## src/rtl/axis_frame_combiner_pkg.sv

```systemverilog
// Shared types for the AXI-Stream frame combiner.
// Holds the sync state encoding and the status counter width.
package axis_frame_combiner_pkg;

    typedef enum logic {
        UNSYNCED = 1'b0,
        RUN      = 1'b1
    } state_e;

    localparam int STAT_W = 32;

endpackage

```

## src/rtl/axis_frame_combiner_if.sv

```systemverilog
// AXI-Stream bundle for the frame combiner ports.
// The tuser wire exists only when AXIS_FRAME_COMBINER_TUSER_EN is defined.
interface axis_frame_combiner_if #(
    parameter int DW = 32
) ();

    logic [DW-1:0] tdata;
    logic          tvalid;
    logic          tlast;
    logic          tready;

`ifdef AXIS_FRAME_COMBINER_TUSER_EN
    logic          tuser;

    modport master (
        output tdata,
        output tvalid,
        output tlast,
        output tuser,
        input  tready
    );
`else
    modport master (
        output tdata,
        output tvalid,
        output tlast,
        input  tready
    );
`endif

    modport slave (
        input  tdata,
        input  tvalid,
        input  tlast,
        output tready
    );

endinterface

```

## src/rtl/axis_skid_buffer.sv

```systemverilog
// Two-entry registered skid buffer: one cycle latency, registered
// in_ready, and no combinational path from out_ready to in_ready.
module axis_skid_buffer #(
    parameter int W = 33
) (
    input  logic         clk,
    input  logic         rst,
    input  logic [W-1:0] in_data,
    input  logic         in_valid,
    output logic         in_ready,
    output logic [W-1:0] out_data,
    output logic         out_valid,
    input  logic         out_ready
);

    logic [1:0][W-1:0] mem_q;
    logic [1:0][W-1:0] mem_d;
    logic              wr_q;
    logic              wr_d;
    logic              rd_q;
    logic              rd_d;
    logic [1:0]        cnt_q;
    logic [1:0]        cnt_d;
    logic              rdy_q;
    logic              rdy_d;
    logic              push;
    logic              pop;

    assign push      = in_valid & rdy_q;
    assign out_valid = (cnt_q != 2'd0);
    assign pop       = out_valid & out_ready;
    assign out_data  = mem_q[rd_q];
    assign in_ready  = rdy_q;

    always_comb begin
        mem_d = mem_q;
        wr_d  = wr_q;
        rd_d  = rd_q;
        if (push) begin
            mem_d[wr_q] = in_data;
            wr_d        = ~wr_q;
        end
        if (pop) begin
            rd_d = ~rd_q;
        end
        cnt_d = cnt_q + {1'b0, push} - {1'b0, pop};
        // Ready reflects the occupancy after this edge, so it can be a flop.
        rdy_d = (cnt_d != 2'd2);
    end

    always_ff @(posedge clk or posedge rst) begin
        if (rst) begin
            mem_q <= '0;
            wr_q  <= 1'b0;
            rd_q  <= 1'b0;
            cnt_q <= 2'd0;
            rdy_q <= 1'b0;
        end else begin
            mem_q <= mem_d;
            wr_q  <= wr_d;
            rd_q  <= rd_d;
            cnt_q <= cnt_d;
            rdy_q <= rdy_d;
        end
    end

endmodule

```

## src/rtl/axis_frame_combiner.sv

```systemverilog
// Merges N input packets into one output frame after syncing on a tlast.
// Define AXIS_FRAME_COMBINER_TUSER_EN to add a start-of-frame tuser bit.
module axis_frame_combiner
    import axis_frame_combiner_pkg::*;
#(
    parameter int AXIS_TDATA_WIDTH     = 32,
    parameter int CNT_WIDTH            = 16,
    parameter int DISCARD_FIRST_PACKET = 1
) (
    input  logic                  axis_aclk,
    input  logic                  axis_areset,
    axis_frame_combiner_if.slave  s_axis,
    axis_frame_combiner_if.master m_axis,
    input  logic [CNT_WIDTH-1:0]  cfg_count,
    input  logic                  resync,
    output logic                  synced_out,
    output logic [STAT_W-1:0]     frame_count,
    output logic [STAT_W-1:0]     drop_count
);

`ifdef AXIS_FRAME_COMBINER_TUSER_EN
    localparam int PW = AXIS_TDATA_WIDTH + 2;
`else
    localparam int PW = AXIS_TDATA_WIDTH + 1;
`endif

    localparam state_e RST_ST =
        (DISCARD_FIRST_PACKET != 0) ? UNSYNCED : RUN;

    function automatic logic [CNT_WIDTH-1:0] last_idx(
        input logic [CNT_WIDTH-1:0] n
    );
        return (n == '0) ? '0 : n - CNT_WIDTH'(1);
    endfunction

    state_e               state_q;
    state_e               state_d;
    logic [CNT_WIDTH-1:0] cnt_q;
    logic [CNT_WIDTH-1:0] cnt_d;
    logic [CNT_WIDTH-1:0] cfg_q;
    logic [CNT_WIDTH-1:0] cfg_d;
    logic                 pend_q;
    logic                 pend_d;
    logic                 open_q;
    logic                 open_d;
    logic                 init_q;
    logic                 init_d;
    logic [STAT_W-1:0]    frame_q;
    logic [STAT_W-1:0]    frame_d;
    logic [STAT_W-1:0]    drop_q;
    logic [STAT_W-1:0]    drop_d;

    logic                 s_ready;
    logic                 accept;
    logic                 at_sof;
    logic                 idle;
    logic                 go_unsync;
    logic                 run_eff;
    logic                 fwd;
    logic                 last_out;
    logic [PW-1:0]        sb_in;
    logic [PW-1:0]        sb_out;
    logic                 sb_valid;

    assign accept   = s_axis.tvalid & s_ready;
    assign at_sof   = (cnt_q == last_idx(cfg_q)) & ~open_q;
    assign idle     = (state_q == UNSYNCED) | at_sof;
    // A resync at a frame boundary takes effect now; otherwise it waits.
    assign go_unsync = (resync | pend_q) & idle;
    assign run_eff   = (state_q == RUN) & ~go_unsync;
    assign fwd       = accept & run_eff;
    assign last_out  = s_axis.tlast & (cnt_q == '0);

    always_comb begin
        state_d = state_q;
        cnt_d   = cnt_q;
        cfg_d   = cfg_q;
        pend_d  = pend_q;
        open_d  = open_q;
        init_d  = 1'b0;
        frame_d = frame_q;
        drop_d  = drop_q;

        if (resync) begin
            pend_d = 1'b1;
        end
        if (init_q) begin
            cfg_d = cfg_count;
            cnt_d = last_idx(cfg_count);
        end
        if (go_unsync) begin
            state_d = UNSYNCED;
            pend_d  = 1'b0;
            open_d  = 1'b0;
        end

        if (accept && !run_eff) begin
            drop_d = drop_q + STAT_W'(1);
            if ((state_q == UNSYNCED) && !go_unsync && s_axis.tlast) begin
                state_d = RUN;
                cfg_d   = cfg_count;
                cnt_d   = last_idx(cfg_count);
                open_d  = 1'b0;
            end
        end

        if (fwd) begin
            open_d = ~s_axis.tlast;
            if (s_axis.tlast) begin
                if (cnt_q == '0) begin
                    frame_d = frame_q + STAT_W'(1);
                    cfg_d   = cfg_count;
                    cnt_d   = last_idx(cfg_count);
                    if (resync || pend_q) begin
                        state_d = UNSYNCED;
                        pend_d  = 1'b0;
                    end
                end else begin
                    cnt_d = cnt_q - CNT_WIDTH'(1);
                end
            end
        end
    end

    always_ff @(posedge axis_aclk or posedge axis_areset) begin
        if (axis_areset) begin
            state_q <= RST_ST;
            cnt_q   <= '0;
            cfg_q   <= '0;
            pend_q  <= 1'b0;
            open_q  <= 1'b0;
            init_q  <= 1'b1;
            frame_q <= '0;
            drop_q  <= '0;
        end else begin
            state_q <= state_d;
            cnt_q   <= cnt_d;
            cfg_q   <= cfg_d;
            pend_q  <= pend_d;
            open_q  <= open_d;
            init_q  <= init_d;
            frame_q <= frame_d;
            drop_q  <= drop_d;
        end
    end

`ifdef AXIS_FRAME_COMBINER_TUSER_EN
    assign sb_in = {at_sof, last_out, s_axis.tdata};
    assign {m_axis.tuser, m_axis.tlast, m_axis.tdata} = sb_out;
`else
    assign sb_in = {last_out, s_axis.tdata};
    assign {m_axis.tlast, m_axis.tdata} = sb_out;
`endif

    axis_skid_buffer #(
        .W (PW)
    ) u_skid (
        .clk       (axis_aclk),
        .rst       (axis_areset),
        .in_data   (sb_in),
        .in_valid  (s_axis.tvalid & run_eff),
        .in_ready  (s_ready),
        .out_data  (sb_out),
        .out_valid (sb_valid),
        .out_ready (m_axis.tready)
    );

    assign s_axis.tready = s_ready;
    assign m_axis.tvalid = sb_valid;
    assign synced_out    = (state_q == RUN);
    assign frame_count   = frame_q;
    assign drop_count    = drop_q;

endmodule

```

## src/flat_wrapper.sv

```systemverilog
// flat-port wrapper written by rule: the top's interface ports become plain ports
module axis_frame_combiner_flat import axis_frame_combiner_pkg::*;
#(
    parameter int AXIS_TDATA_WIDTH     = 32,
    parameter int CNT_WIDTH            = 16,
    parameter int DISCARD_FIRST_PACKET = 1
)
  (axis_aclk, axis_areset, cfg_count, resync, synced_out, frame_count, drop_count, s_axis_tdata, s_axis_tvalid, s_axis_tlast, s_axis_tready, m_axis_tdata, m_axis_tvalid, m_axis_tlast, m_axis_tready);
  axis_frame_combiner_if #(.DW(32)) s_axis_i ();
  axis_frame_combiner_if #(.DW(32)) m_axis_i ();
  input  logic axis_aclk;
  input  logic axis_areset;
  input  logic [CNT_WIDTH-1:0] cfg_count;
  input  logic resync;
  output logic synced_out;
  output logic [STAT_W-1:0] frame_count;
  output logic [STAT_W-1:0] drop_count;
  input wire logic [$bits(s_axis_i.tdata)-1:0] s_axis_tdata;
  input wire logic [$bits(s_axis_i.tvalid)-1:0] s_axis_tvalid;
  input wire logic [$bits(s_axis_i.tlast)-1:0] s_axis_tlast;
  output wire logic [$bits(s_axis_i.tready)-1:0] s_axis_tready;
  output wire logic [$bits(m_axis_i.tdata)-1:0] m_axis_tdata;
  output wire logic [$bits(m_axis_i.tvalid)-1:0] m_axis_tvalid;
  output wire logic [$bits(m_axis_i.tlast)-1:0] m_axis_tlast;
  input wire logic [$bits(m_axis_i.tready)-1:0] m_axis_tready;
  assign s_axis_i.tdata = s_axis_tdata;
  assign s_axis_i.tvalid = s_axis_tvalid;
  assign s_axis_i.tlast = s_axis_tlast;
  assign s_axis_tready = s_axis_i.tready;
  assign m_axis_tdata = m_axis_i.tdata;
  assign m_axis_tvalid = m_axis_i.tvalid;
  assign m_axis_tlast = m_axis_i.tlast;
  assign m_axis_i.tready = m_axis_tready;
  axis_frame_combiner #(.AXIS_TDATA_WIDTH(AXIS_TDATA_WIDTH), .CNT_WIDTH(CNT_WIDTH), .DISCARD_FIRST_PACKET(DISCARD_FIRST_PACKET)) u_core (.axis_aclk(axis_aclk), .axis_areset(axis_areset), .s_axis(s_axis_i), .m_axis(m_axis_i), .cfg_count(cfg_count), .resync(resync), .synced_out(synced_out), .frame_count(frame_count), .drop_count(drop_count));
endmodule
```

## config.mk

```make
export PLATFORM = sky130hd
export DESIGN_NAME = axis_frame_combiner_flat
export DESIGN_NICKNAME = d
export VERILOG_FILES = /design/src/rtl/axis_frame_combiner_pkg.sv /design/src/rtl/axis_frame_combiner_if.sv /design/src/rtl/axis_skid_buffer.sv /design/src/rtl/axis_frame_combiner.sv /design/src/flat_wrapper.sv
export SDC_FILE = /design/constraint.sdc
export NUM_CORES = 1
export LEC_CHECK = 0
export CAP_MARGIN = 30
export CORE_MARGIN = 5
export CORE_UTILIZATION = 58
export CTS_CLUSTER_DIAMETER = 200
export CTS_CLUSTER_SIZE = 40
export DETAILED_ROUTE_END_ITERATION = 10
export PLACE_DENSITY = 0.86
export SYNTH_ARGS = -nofsm -noshare
export SYNTH_HDL_FRONTEND = slang
export SYNTH_SLANG_ARGS = --single-unit
```

## constraint.sdc

```tcl
create_clock -name axis_aclk -period 13.6 [get_ports axis_aclk]
set_input_delay 4.08 -clock axis_aclk [delete_from_list [all_inputs] [get_ports axis_aclk]]
set_output_delay 4.08 -clock axis_aclk [all_outputs]
set_load 0.005 [all_outputs]
```

==> results.cfg, run 1 <==
[outcome]
status = finished, final reports clean

[pwr]
power_switching_share_pct = 29.3
ir_drop_mv = 0.103
finalPower_mw = 1.80
seqPwrFrac_pct = 40.1
p_int_mw = 1.27
leakage_nw = 4.60
power-per-cell-area_mw_per_mm2 = 161
clkPwrFrac_pct = 27.9
comb_power_share_pct = 32.0
p_sw_mw = 0.527

[final_layout]
num-nets-final = 1010
antenna_cells = 0
drive_above_1_share_pct = 14.7
area_growth_pct = 24.9
fill_cells = 1047

[timing]
final_hold_viol_count = 0
period_minus_slack_ns = 6.58
fmax_mhz = 152
maxSlewViolCount = 0
finalCritPeriodShare_pct = 48.4
rsz0062_at_grt = false
tns_ns = 0
fin_worst_skew_ns = 0.0117
worstMarginPinSlew_ns = 0.997
setup_ws_ns = 7.02
slew-limit-headroom_pct = 33.4
finalSetupViolations = 0

[synth]
synthFlopType = dfrtp_1
yosysMostFrequentCell = dfrtp_1
synth-seq-cells = 171
synthArstFlopShare_pct = 100
synth_common_cells = 170 x dfrtp_1, 78 x mux2_2, 68 x nand2_1
synthCells = 808
ys.warnings.count = 0
postSynthAreaPerCell_sq_um = 11.1
synth-edff-count = 0
synth_cell_types = 73
synth_area_leaders = dfrtp_1 48%, mux2_2 9.8%, xnor2_1 6.1%, mux2_1 4.4%, nand2_1 2.9%
synth_area_leader_cell = dfrtp_1
syn_nets = 869
synth_seq_area_share_pct = 47.9
syn_area_sq_mm = 0.00893
yosysTopAreaCellShare_pct = 47.6

[floorplan]
fp.dieArea_sq_mm = 0.0180
core_sq_mm = 0.0151
die_w_microns = 134
row_count = 45
start_util_pct = 59.0
io-pin-count = 154
die-height_microns = 134

[grt]
grt_pass1_wl_microns = 35200
grt_pass1_vias = 6856
grt_max_degree = 104
overflow = 0
track_usage_pct = 24.1
antenna_found_initial = 0

[clock_network]
cts_buffers = 17
cts_root_buffer = clkbuf_16
cts-resized-gates = 0
postCtsHoldBufs = 0
clock_latency_ns = 0.43
htreeDepth = 4
clock_sinks = 171
clk_pin_slew_ns = 0.07
clk_path_buf_depth = 2
cts_tree = done
post_cts_buffers = 0

[setup_path]
cp_num_buf_inv = 1
rr_endpoint = u_core.frame_count[31]
worstPathArrival_ns = 6.89
path_class = input port to flip-flop
timing.rr.start = u_core.cnt_q[0]
reg2regPathDepth = 13
cpPeakStageDelay_ns = 0.58
worst-r2r-setup-slack_ns = 9.20
cp-end-kind = flip-flop
slowest_stage = a211oi_4
startpoint_type = input port
critPathRequiredTime_ns = 13.92
cp-startpoint = s_axis_tvalid
critical_path.cell_chain = clkdlybuf4s50_1, and3_1, nand2_1, a211oi_4, nand4_1, or3_1, xnor2_1
cp_max_fo = 12
cp_top_family = simple AND/OR/NAND/NOR gates

[placement]
port-buffer-count = 153
routabilityCongestion = 0.893
place_worst_setup_slack_ns = 6.60
detailed_place_hpwl_microns = 14900

[routing]
ant_nets = 0
postRouteWirelength_microns = 21500
dr.pass1.iters = 6
drt-initial-drc-count = 429
wl_per_cell_microns = 18.7
viasPerCell = 5.95
num_vias = 6848
drc_errors = 0

[hold_path]
hold_path_startpoint = u_core.u_skid.mem_q[57]
hold_depth = 1
hp-class = flip-flop to flip-flop
whs_endpoint = u_core.u_skid.mem_q[57]

[flow_run]
max_cap_viol_count = 0
[cell usage in the layout, fill, tap and decap left out, drive strengths merged, types with 4 or more instances in the layout]
cell type      netlist  final
and3                13     13
and4                 7      7
nor4                11     11
and2                10     10
inv                 24     29
mux2               113    113
clkbuf              16     20
o21a                 5      5
a22oi                7      7
or3                 12     12
nand4               24     24
nor4b                4      4
a21oi               19     19
nand2               68     68
clkdlybuf4s50        0    153
buf                 21      6
nand2b              11     11
nor3                19     19
nand3               20     20
xor2                28     28
a22o                 4      4
dfrtp              170    170
ha                   7      7
nor2                47     47
o21ai               24     24
xnor2               62     62
a221oi               5      5
or2                  4      4
nor2b                8      8
[per-stage QoR]
step	instance area (sq um)	hold slack, ns	instances	utilization, %
after floorplan	8930	0.452	808	-
after global routing	11200	0.492	1150	73.7
after CTS	11200	0.483	1150	73.7
final	11200	0.479	1150	73.7
after global placement	10500	0.461	1118	69.6
after detailed placement	10500	0.468	1118	69.6
[cell families after synthesis]
logic type / Yosys count / share of synthesized area [%]
mux: 116 / 14.6
buf+inv: 61 / 3.39
xor+xnor: 91 / 9.08
flops: 171 / 47.9
other cells: 1 / 0.0420
simple gates: 266 / 16.5
fa+ha+maj: 7 / 0.981
compound gates: 95 / 7.48
[sequential cells by signal (all words and copies together), names as in the netlist]
register                count
u_core.u_skid.cnt_q         2
u_core.u_skid.in_ready      1
u_core.cfg_q               16
u_core.cnt_q               16
u_core.u_skid.wr_q          1
u_core.frame_count         32
u_core.init_q               1
u_core.drop_count          32
u_core.open_q               1
u_core.u_skid.rd_q          1
u_core.u_skid.mem_q        66
u_core.synced_out           1
u_core.pend_q               1
[how the worst max path moves through the flow]
| stage | endpoint | slack [ns] | cells past startpoint |
|---|---|---|---|
| 6_report | u_core.frame_count[31] | 7.02 | 7 |
| 5_1_grt | u_core.frame_count[31] | 6.86 | 7 |
| 4_1_cts | u_core.frame_count[31] | 7.07 | 7 |
| 3_5_place_dp | u_core.frame_count[31] | 6.60 | 7 |
| 3_3_place_gp | u_core.frame_count[31] | 6.66 | 7 |
| 2_1_floorplan | u_core.cfg_q[0] | 4.89 | 1 |
[per-layer routing]
layer | wire [microns] | track usage (%)
met3 | 1110 | 4.65
met4 | 606 | 9.11
met2 | 10400 | 39.4
met1 | 9390 | 32.3
met5 | 0 | 0
[power groups by stage]
stage          clock (mW)  combinational [mW]  sequential (mW)
2_1_floorplan           0               0.360            0.689
3_5_place_dp            0               0.572            0.728
3_3_place_gp            0               0.561            0.717
6_report            0.502               0.576            0.723
4_1_cts             0.509               0.581            0.720
5_1_grt             0.532               0.625            0.739
[layout make-up]
type	count	area, sq um	area share, %
Multi-Input combinational cell	576	4350	39.0
Sequential cell	171	4280	38.4
Clock buffer	20	467	4.18
Inverter	24	95.1	0.852
Timing Repair Buffer	159	1580	14.1
Clock inverter	12	154	1.38
Tap cell	188	235	2.11
[worst register-to-register path: stages, from the launching register on]
cell      delay, ns
dfrtp_1        0.40
inv_1          0.17
ha_1           0.22
nor3b_2        0.31
and4_1         0.34
nand2_1        0.11
or3_1          0.36
nor3_1         0.15
buf_4          0.24
nand2_1        0.15
a211oi_4       0.58
nand4_1        0.57
or3_1          0.54
xnor2_1        0.13
Note: power is estimated with default switching activity, not from simulation.
==> run 2, diff against run 1 <==
- CORE_UTILIZATION: 58 -> 54
- PLACE_DENSITY: 0.86 -> 0.81
- clock period: 13.6 -> 6.7 ns (I/O delays scaled with it)
==> run 2 against run 1 <==
Cell area increased by 0.35%. Hold slack worse by 0.0021 ns. Critical endpoint is now m_axis_tdata[12]. Critical path type is now flip-flop to output port. Routed wire length decreased by 1.7%. Sequential cell count did not move. Power grew 100%. Register-to-register slack lost 7.0 ns. Die area rose by 6.8%. Count of clock-buffer cells in the layout fell by 1.
==> results.cfg, run 2 (synthesized netlist as in run 1, its figures left out) <==
[outcome]
status = finished, final reports clean

[pwr]
clkPwrFrac_pct = 27.3
p_sw_mw = 1.05
comb_power_share_pct = 31.9
p_int_mw = 2.56
ir_drop_mv = 0.234
seqPwrFrac_pct = 40.9
finalPower_mw = 3.61
leakage_nw = 4.61
power_switching_share_pct = 29.2
power-per-cell-area_mw_per_mm2 = 323

[clock_network]
cts_buffers = 17
clock_latency_ns = 0.43
postCtsHoldBufs = 0
clk_pin_slew_ns = 0.07
clock_sinks = 171
post_cts_buffers = 0
clk_path_buf_depth = 2
cts_root_buffer = clkbuf_16
cts-resized-gates = 0
cts_tree = done
htreeDepth = 4

[timing]
tns_ns = 0
finalSetupViolations = 0
period_minus_slack_ns = 4.56
rsz0062_at_grt = false
fmax_mhz = 219
finalCritPeriodShare_pct = 68.0
fin_worst_skew_ns = 0.0107
maxSlewViolCount = 0
worstMarginPinSlew_ns = 0.979
slew-limit-headroom_pct = 34.6
final_hold_viol_count = 0

[routing]
drt-initial-drc-count = 400
drc_errors = 0
postRouteWirelength_microns = 21200
ant_nets = 0
dr.pass1.iters = 6
num_vias = 6805
wl_per_cell_microns = 17.9
viasPerCell = 5.75

[final_layout]
area_growth_pct = 25.3
antenna_cells = 0
utilization_pct = 68.2
multi_input_area_sq_mm = 0.00435
layout_common_cells = 170 x dfrtp_1, 153 x clkdlybuf4s50_1, 78 x mux2_2, 68 x nand2_1, 62 x xnor2_1
largest_register_ffs = 66
num-nets-final = 1012
final_common_cell = dfrtp_1
fill_cells = 1214
ff_latch_area_sq_mm = 0.00428
top_register = u_core.u_skid.mem_q
drive_above_1_share_pct = 14.6

[floorplan]
core_sq_mm = 0.0164
row_count = 47
die_w_microns = 139
die-height_microns = 139
start_util_pct = 54.4
io-pin-count = 154
fp.dieArea_sq_mm = 0.0192

[setup_path]
critPathRequiredTime_ns = 4.69
cp_max_fo = 18
worstPathArrival_ns = 2.55
startpoint_type = flip-flop
path_class = flip-flop to output port
worst-r2r-setup-slack_ns = 2.21
timing.rr.start = u_core.cnt_q[0]
reg2regPathDepth = 13
rr_endpoint = u_core.frame_count[31]
cp-end-kind = output port

[placement]
port-buffer-count = 153
detailed_place_hpwl_microns = 14800
routabilityCongestion = 0.906

[hold_path]
hold_path_startpoint = u_core.drop_count[31]
hold_depth = 1
hp-class = flip-flop to flip-flop
whs_endpoint = u_core.drop_count[31]

[grt]
overflow = 0
grt_max_degree = 103
antenna_found_initial = 0
grt_pass1_vias = 6888
grt_pass1_wl_microns = 35100
track_usage_pct = 22.1

[flow_run]
max_cap_viol_count = 0
## run 2: metrics by stage
stage                     hold WS, ns  setup WS (ns)  cell area, sq um  instances
after floorplan                 0.452         0.0599              8930        808
after global placement          0.461           1.84             10600       1151
after detailed placement        0.465           1.76             10600       1152
after CTS                       0.480           2.11             11200       1183
after global routing            0.495           1.88             11200       1183
final                           0.477           2.14             11200       1183
## run 2: worst max-delay path, stage by stage (launching register included)
cell             delay (ns)
dfrtp_1                0.85
buf_4                  0.40
mux2_2                 0.39
clkdlybuf4s50_1        0.47
## run 2: power by group through the flow
stage | clock network (mW) | logic (mW) | registers, mW
6_report | 0.985 | 1.15 | 1.48
5_1_grt | 1.04 | 1.24 | 1.51
4_1_cts | 0.999 | 1.16 | 1.47
3_5_place_dp | 0 | 1.15 | 1.49
3_3_place_gp | 0 | 1.12 | 1.47
2_1_floorplan | 0 | 0.731 | 1.40
## run 2: cell type report
cell class	instances	share of cell area, %
inverters	24	0.849
well taps	220	2.46
repair buffers	161	14.4
clock buffers	19	3.96
multi-input cells	576	38.8
clock inverters	12	1.26
flip-flops and latches	171	38.2
## run 2: worst max path at each step
| stage | startpoint | end | depth (start not counted) |
|---|---|---|---|
| final | u_core.u_skid.rd_q | m_axis_tdata[12] | 3 |
| after global routing | u_core.cnt_q[0] | u_core.frame_count[31] | 13 |
| after CTS | u_core.u_skid.rd_q | m_axis_tdata[12] | 3 |
| after detailed placement | s_axis_tvalid | u_core.frame_count[31] | 7 |
| after global placement | s_axis_tvalid | u_core.frame_count[31] | 7 |
| after floorplan | axis_areset | u_core.cfg_q[0] | 1 |
## run 2: metal layers
metal  wire (microns)  share of wire (%)  GRT usage [%]  up-vias
met5                0                  0              0        -
met4              442                2.1           7.02        0
met3             1060                5.0           4.62       48
met2            10200                 48           36.7      229
met1             9420                 45           29.4     3384
li1                 -                  -              -     3144
==> run 3, diff against run 2 <==
- CORE_UTILIZATION: 54 -> 48
- PLACE_DENSITY: 0.81 -> 0.76
- clock period: 6.7 -> 4.05 ns (I/O delays scaled with it)
==> run 3 against run 2 <==
Count of clock-buffer cells in the layout decreased by 2. Register-to-register slack worse by 2.0 ns. Sequential share of layout area is 0.76 points lower. Clock power up 66%. Clock skew is 0.0064 ns higher. Hold slack lost 0.0040 ns.
==> results.cfg, run 3 (synthesized netlist as in run 1, its figures left out) <==
[outcome]
status = finished, final reports clean

[routing]
viasPerCell = 5.53
ant_nets = 0
drc_errors = 0
dr.pass1.iters = 5
drt-initial-drc-count = 474
wl_per_cell_microns = 17.5
num_vias = 6730
postRouteWirelength_microns = 21300

[placement]
port-buffer-count = 153
dp_cells = 1181
place_worst_setup_slack_ns = 0.00641
routabilityCongestion = 0.896
placed_cell_area_sq_mm = 0.0108
detailed_place_hpwl_microns = 15200

[timing]
final_hold_viol_count = 0
period_minus_slack_ns = 3.80
rsz0062_at_grt = false
maxSlewViolCount = 0
tns_ns = 0
finalCritPeriodShare_pct = 93.9
slew-limit-headroom_pct = 60.1
worstMarginPinSlew_ns = 0.598
fin_worst_skew_ns = 0.0170
fmax_mhz = 263
setup_ws_ns = 0.246
finalSetupViolations = 0

[final_layout]
largest_register_ffs = 66
drive_above_1_share_pct = 16.8
top_register = u_core.u_skid.mem_q
layout.cells.non_filler = 1216
num-nets-final = 1035
final_common_cell = dfrtp_1
fin_area_sq_mm = 0.0114
layout_common_cells = 170 x dfrtp_1, 153 x clkdlybuf4s50_1, 78 x mux2_2, 68 x nand2_1, 62 x xnor2_1
antenna_cells = 0
utilization_pct = 62.9
area_growth_pct = 27.9

[floorplan]
io-pin-count = 154
fp.dieArea_sq_mm = 0.0214
die-height_microns = 146
core_sq_mm = 0.0181
row_count = 49
die_w_microns = 146
start_util_pct = 49.2

[flow_run]
max_cap_viol_count = 0

[grt]
grt_max_degree = 74
grt_pass1_wl_microns = 35400
grt_pass1_vias = 6941
antenna_found_initial = 0
track_usage_pct = 20.1
overflow = 0

[clock_network]
cts_root_buffer = clkbuf_16
clock_sinks = 171
htreeDepth = 4
cts-resized-gates = 0
clk_pin_slew_ns = 0.07
clk_path_buf_depth = 2
cts_buffers = 17
cts_tree = done
clock_latency_ns = 0.43

[setup_path]
critPathRequiredTime_ns = 4.36
cp-end-kind = flip-flop
cp_max_fo = 8
worstPathArrival_ns = 4.11
startpoint_type = flip-flop
path_class = flip-flop to flip-flop

[hold_path]
hp-class = flip-flop to flip-flop

[pwr]
power-per-cell-area_mw_per_mm2 = 528
ir_drop_mv = 0.314
leakage_nw = 4.73
==> run 3: worst max-delay path, cell delays in order, from the launching register on <==
cell and delay, ns:
dfrtp_1 0.48, or4_4 0.60, o31a_1 0.28, or2_0 0.25
a32o_1 0.27, a22o_1 0.23, and3_4 0.22, a21oi_4 0.21
nand2_1 0.17, ha_1 0.33, inv_1 0.04, ha_1 0.18
xnor2_1 0.16, xnor2_1 0.16, nand2b_1 0.08
==> run 3: final timing paths <==
kind / startpoint / endpoint / slack [ns] / cells past startpoint
worst max-delay path: u_core.cfg_q[2] / u_core.u_skid.in_ready / 0.25 / 14
max in group asynchronous: axis_areset / u_core.drop_count[26] / 2.04 / 3
min in group asynchronous: axis_areset / u_core.frame_count[20] / 1.20 / 2
worst min register to register: u_core.frame_count[31] / u_core.frame_count[31] / 0.47 / 1
worst max register to register: u_core.cfg_q[2] / u_core.u_skid.in_ready / 0.25 / 14
worst min-delay path: u_core.frame_count[31] / u_core.frame_count[31] / 0.47 / 1
==> run 3: area by class of cell <==
cell class / count / area [sq um]
fill: 1472 / 6730
multi-input combinational: 576 / 4350
inverter: 24 / 93.8
clock inverter: 15 / 173
clock buffer: 17 / 425
tap: 229 / 287
timing repair buffer: 184 / 1810
sequential: 171 / 4280
==> run 3: per-stage QoR <==
| step | power, mW | hold slack [ns] |
|---|---|---|
| 3_5_place_dp | 4.42 | 0.463 |
| 3_3_place_gp | 4.36 | 0.461 |
| 5_1_grt | 6.36 | 0.500 |
| 2_1_floorplan | 3.52 | 0.452 |
| 6_report | 6.03 | 0.473 |
| 4_1_cts | 6.10 | 0.479 |
==> run 3: per-layer routing <==
| layer | wire (microns) | up-vias | track usage, % |
|---|---|---|---|
| met3 | 1160 | 38 | 4.25 |
| met1 | 9710 | 3256 | 27.4 |
| met5 | 0 | - | 0 |
| met4 | 484 | 0 | 7.48 |
| li1 | - | 3199 | - |
| met2 | 9960 | 237 | 31.8 |
==> run 3: report_power, final <==
part | switching (mW) | leakage, nW | internal, mW | total (mW)
Clock | 0.761 | 0.292 | 0.883 | 1.64
Combinational | 0.753 | 2.33 | 1.22 | 1.97
Sequential | 0.292 | 2.11 | 2.12 | 2.41
==> run 3: timing repair <==
item                                   CTS  global route
hold buffers                             0             0
setup endpoints to repair                0             1
buffers inserted                         0             3
endpoints found under the hold margin    0             0
